File: src/rtl/multicycle_control.sv
// Main control FSM for the multi-cycle MIPS datapath.
// Moore-style: every control output decodes state_q; only illegalOp also looks at opcode.
module multicycle_control #(
   parameter bit ILLEGAL_HALT = 1'b0
) (
   input  logic       clk,
   input  logic       reset,
   input  logic [5:0] opcode,
   output logic       pcWrite,
   output logic       pcWriteCond,
   output logic       iorD,
   output logic       memRead,
   output logic       memWrite,
   output logic       irWrite,
   output logic       memToReg,
   output logic       regDst,
   output logic       regWrite,
   output logic       aluSrcA,
   output logic [1:0] aluSrcB,
   output logic [1:0] aluOp,
   output logic [1:0] pcSource,
   output logic [3:0] state,
   output logic       illegalOp
);

   typedef enum logic [3:0] {
      S_FETCH  = 4'd0,
      S_DECODE = 4'd1,
      S_MEMADR = 4'd2,
      S_MEMRD  = 4'd3,
      S_MEMWB  = 4'd4,
      S_MEMWR  = 4'd5,
      S_EXEC   = 4'd6,
      S_ALUWB  = 4'd7,
      S_BRANCH = 4'd8,
      S_JUMP   = 4'd9,
      S_ADDIEX = 4'd10,
      S_ADDIWB = 4'd11,
      S_HALT   = 4'd14,
      S_IDLE   = 4'd15
   } state_t;

   localparam logic [5:0] OP_RTYPE = 6'b000000;
   localparam logic [5:0] OP_J     = 6'b000010;
   localparam logic [5:0] OP_BEQ   = 6'b000100;
   localparam logic [5:0] OP_ADDI  = 6'b001000;
   localparam logic [5:0] OP_LW    = 6'b100011;
   localparam logic [5:0] OP_SW    = 6'b101011;

   state_t state_q, state_d;

   always_ff @(posedge clk) begin
      if (reset) state_q <= S_IDLE;
      else       state_q <= state_d;
   end

   assign state = state_q;

   always_comb begin
      state_d     = S_IDLE;
      pcWrite     = 1'b0;
      pcWriteCond = 1'b0;
      iorD        = 1'b0;
      memRead     = 1'b0;
      memWrite    = 1'b0;
      irWrite     = 1'b0;
      memToReg    = 1'b0;
      regDst      = 1'b0;
      regWrite    = 1'b0;
      aluSrcA     = 1'b0;
      aluSrcB     = 2'b00;
      aluOp       = 2'b00;
      pcSource    = 2'b00;
      illegalOp   = 1'b0;
      case (state_q)
         S_IDLE: state_d = S_FETCH;
         S_HALT: state_d = S_HALT;
         S_FETCH: begin
            memRead = 1'b1;
            irWrite = 1'b1;
            aluSrcB = 2'b01;
            pcWrite = 1'b1;
            state_d = S_DECODE;
         end
         S_DECODE: begin
            aluSrcB = 2'b11;
            case (opcode)
               OP_LW, OP_SW: state_d = S_MEMADR;
               OP_RTYPE:     state_d = S_EXEC;
               OP_BEQ:       state_d = S_BRANCH;
               OP_J:         state_d = S_JUMP;
               OP_ADDI:      state_d = S_ADDIEX;
               default: begin
                  illegalOp = 1'b1;
                  state_d   = ILLEGAL_HALT ? S_HALT : S_FETCH;
               end
            endcase
         end
         S_MEMADR: begin
            aluSrcA = 1'b1;
            aluSrcB = 2'b10;
            state_d = (opcode == OP_LW) ? S_MEMRD : S_MEMWR;
         end
         S_MEMRD: begin
            memRead = 1'b1;
            iorD    = 1'b1;
            state_d = S_MEMWB;
         end
         S_MEMWB: begin
            memToReg = 1'b1;
            regWrite = 1'b1;
            state_d  = S_FETCH;
         end
         S_MEMWR: begin
            memWrite = 1'b1;
            iorD     = 1'b1;
            state_d  = S_FETCH;
         end
         S_EXEC: begin
            aluSrcA = 1'b1;
            aluOp   = 2'b10;
            state_d = S_ALUWB;
         end
         S_ALUWB: begin
            regDst   = 1'b1;
            regWrite = 1'b1;
            state_d  = S_FETCH;
         end
         S_BRANCH: begin
            aluSrcA     = 1'b1;
            aluOp       = 2'b01;
            pcWriteCond = 1'b1;
            pcSource    = 2'b01;
            state_d     = S_FETCH;
         end
         S_JUMP: begin
            pcWrite  = 1'b1;
            pcSource = 2'b10;
            state_d  = S_FETCH;
         end
         S_ADDIEX: begin
            aluSrcA = 1'b1;
            aluSrcB = 2'b10;
            state_d = S_ADDIWB;
         end
         S_ADDIWB: begin
            regWrite = 1'b1;
            state_d  = S_FETCH;
         end
         default: state_d = S_IDLE;
      endcase
   end

endmodule

File: config.mk
export PLATFORM = sky130hd
export DESIGN_NAME = multicycle_control
export DESIGN_NICKNAME = d
export VERILOG_FILES = /design/src/rtl/multicycle_control.sv
export SDC_FILE = /design/constraint.sdc
export NUM_CORES = 1
export LEC_CHECK = 0
export BUFFER_PORTS_ARGS = -buffer_cell sky130_fd_sc_hd__buf_2
export CORE_AREA = 8 8 45 47
export CTS_BUF_LIST = sky130_fd_sc_hd__clkbuf_4
export CTS_CLUSTER_SIZE = 24
export DETAILED_ROUTE_END_ITERATION = 10
export DIE_AREA = 0 0 53 55
export HOLD_SLACK_MARGIN = 0.08
export PLACE_DENSITY_LB_ADDON = 0.3
export SKIP_LAST_GASP = 1
export SLEW_MARGIN = 20
export SYNTH_ARGS = -nofsm -noshare
export SYNTH_HDL_FRONTEND = slang
export SYNTH_SLANG_ARGS = --single-unit
File: constraint.sdc
create_clock -name clk -period 1.21 [get_ports clk]
set_input_delay 0.121 -clock clk [delete_from_list [all_inputs] [get_ports clk]]
set_output_delay 0.121 -clock clk [all_outputs]
set_load 0.005 [all_outputs]
==> impl_metrics.csv <==
group,metric,value,unit
power_and_ir_drop,switching_share,0.4257,
finish,nFillCells,87,
route,drc,0,
floorplanning,ios,29,
critical_path,path_cells,"buf_6 -> buf_12 -> nor3_4 -> o21bai_1 -> buf_2",
clock_tree,cts_tree,"built",
timing,fin_ws,-0.2220,ns
logic_synthesis,ys_seq_area_frac,0.1576,
power_and_ir_drop,intPower,1.436,mW
logic_synthesis,synthCells,72,
place,dp_hpwl,1407,um
power_and_ir_drop,pwr-share-seq,0.141,
critical_path,start_kind,"flop",
timing,period_minus_slack,1.432,ns
power_and_ir_drop,peakVddDrop,0.001173,V
finish,largest_reg_flops,4,
floorplanning,die-width,53,um
critical_path,worst-path-buf-inv,3,
power_and_ir_drop,powerDensity,2276,nW/um2
clock_tree,cts_max_level,1,
timing,drv_slew,0,
power_and_ir_drop,power.total,2.501,mW
timing,final_hold_viol_count,0,
outcome,violations,"negative setup slack",
critical_path,crit_type,"reg -> out",
finish,antenna_cells,0,
grt,grt_pass1_wl,2870,um
critical_path,critPathMaxFanout,6,
flow_run,maxCapViolCount,0,
route,via_per_inst,5.453,
finish,final_area,1099,um2
grt,grt_start_max_net_pins,12,
timing,rsz0062_at_grt,"true",
logic_synthesis,ys_seq_elements,4,
timing,min_period_over_period,1.183,
place,dp_slack,-0.07983,ns
floorplanning,row_count,14,
finish,area_growth,116.3,%
floorplanning,die_h,55,um
clock_tree,cts_root_buf,"clkbuf_4",
clock_tree,cts_inserted_buffers,3,
grt,grt_pass1_vias,723,
finish,fin_nets,131,
logic_synthesis,avgSynthCellArea,7.055,um2
timing,setup_tns,-2.478,ns
timing,max_freq,698.3,MHz
critical_path,cp.arrival,1.31,ns
outcome,status,"finished, violations left",
finish,fin_cells,137,
critical_path,crit_family,"buffers and inverters",
finish,final_core_util,0.7939,
power_and_ir_drop,power_frac_comb,0.790,
grt,grt_usage,0.1268,
logic_synthesis,ys_types,33,
grt,grt_overflow,0,
logic_synthesis,synth-edff-count,0,
timing,setup_violations,19,
place,dp_cells,128,
finish,final_common_cell,"buf_2",
clock_tree,path_clk_slew,0.04,ns
route,drt_iter0_markers,20,
logic_synthesis,ys.flop_type,"dfxtp_1",
floorplanning,core-area,1384,um2
finish,final_cell_mix,"buf_2, buf_4, buf_6",
power_and_ir_drop,p_switching,1.064,mW
finish,drive_gt1_frac,0.6860,
critical_path,cp_slowest_stage_delay,0.36,ns
route,wirelength,2079,um
logic_synthesis,synth_nets,80,
logic_synthesis,yosys_warnings,0,
clock_tree,clockBufferDepth,2,
power_and_ir_drop,p_leak,0.5504,nW
worst_hold_path,hp-class,"in -> reg",
timing,whs,0.1825,ns
critical_path,cp-end-kind,"primary output",
timing,skew,0.002682,ns
route,num_vias,747,
power_and_ir_drop,clkPwrFrac,0.068,
place,gp_congestion,0.8741,
timing,tightest_slew,0.2320,ns
critical_path,required,1.09,ns
clock_tree,insertion_delay,0.24,ns
place,io_buffers,28,
logic_synthesis,syn_area,508.0,um2
floorplanning,design.die.area,2915,um2
route,first_pass_iters,4,
clock_tree,clock_sinks,4,
grt,antenna_found_initial,0,
place,place_area,797.0,um2
timing,slew_headroom,0.8439,
floorplanning,start_util,0.3671,
route,ant_nets,0,
logic_synthesis,synth-async-reset-ratio,0,
route,wl_per_cell,15.18,um
critical_path,cpMaxStageDelayCell,"dfxtp_4",
## area by class of cell
class / instances / area (um2) / share of cell area
clock buffer: 3 / 22.52 / 0.02050
inverter: 2 / 7.507 / 0.006834
multi-input combinational: 59 / 549.3 / 0.5000
sequential: 4 / 95.09 / 0.08656
tap: 16 / 20.02 / 0.01822
timing repair buffer: 53 / 404.1 / 0.3679
## Yosys cell counts, types with 3 or more instances
library cell | number | area (um2)
nor2_1 | 9 | 33.78
dfxtp_1 | 4 | 80.08
and3_1 | 3 | 18.77
nor3_1 | 6 | 30.03
buf_2 | 4 | 20.02
a21oi_1 | 4 | 20.02
nand2b_1 | 7 | 43.79
## logic make-up after synthesis
kind of cell	synth area share
and+or+nand+nor	0.4557
AOI/OAI and AO/OA	0.2241
buffers and inverters	0.09112
DFF	0.1576
xor gates and xnor gates	0.05173
muxes	0.01971
## power by group through the flow
stage               registers, mW  logic, mW  clock network (mW)
detailed placement          0.268       1.26                   0
finish                      0.354       1.98               0.171
floorplan                   0.252      0.667                   0
global route                0.365       2.13               0.176
CTS                         0.300       1.46               0.170
global placement            0.265       1.25                   0
## worst reg2reg max path, delay by kind of cell (launching register included)
kind,cells,cell delay (ns)
AND/OR/NAND/NOR,3,0.65
flip-flops,1,0.36
buffers and inverters,2,0.25
## timing repair
| action | CTS | global route |
|---|---|---|
| gates resized for setup | 17 | 30 |
| gates cloned | 0 | 1 |
| buffers inserted | 1 | 4 |
| pin swaps | 1 | 7 |
| setup endpoints to repair | 19 | 20 |
| hold buffers | 0 | 0 |
## metal layers
metal,vias to the layer above,track usage,part of all wire
met2,36,0.2480,0.53
met3,4,0.01872,0.052
li1,364,-,-
met5,-,0,0
met4,0,0.06897,0.013
met1,343,0.1248,0.40
## path summary, 6_finish.rpt
path            start  endpoint  slack (ns)  cells after the start
max          state[1]  regWrite       -0.22                      5
min             reset  state[2]        0.18                      2
max reg2reg  state[0]  state[2]       -0.19                      5
min reg2reg  state[0]  state[1]        0.70                      2
Note: power is estimated with default switching activity, not from simulation.
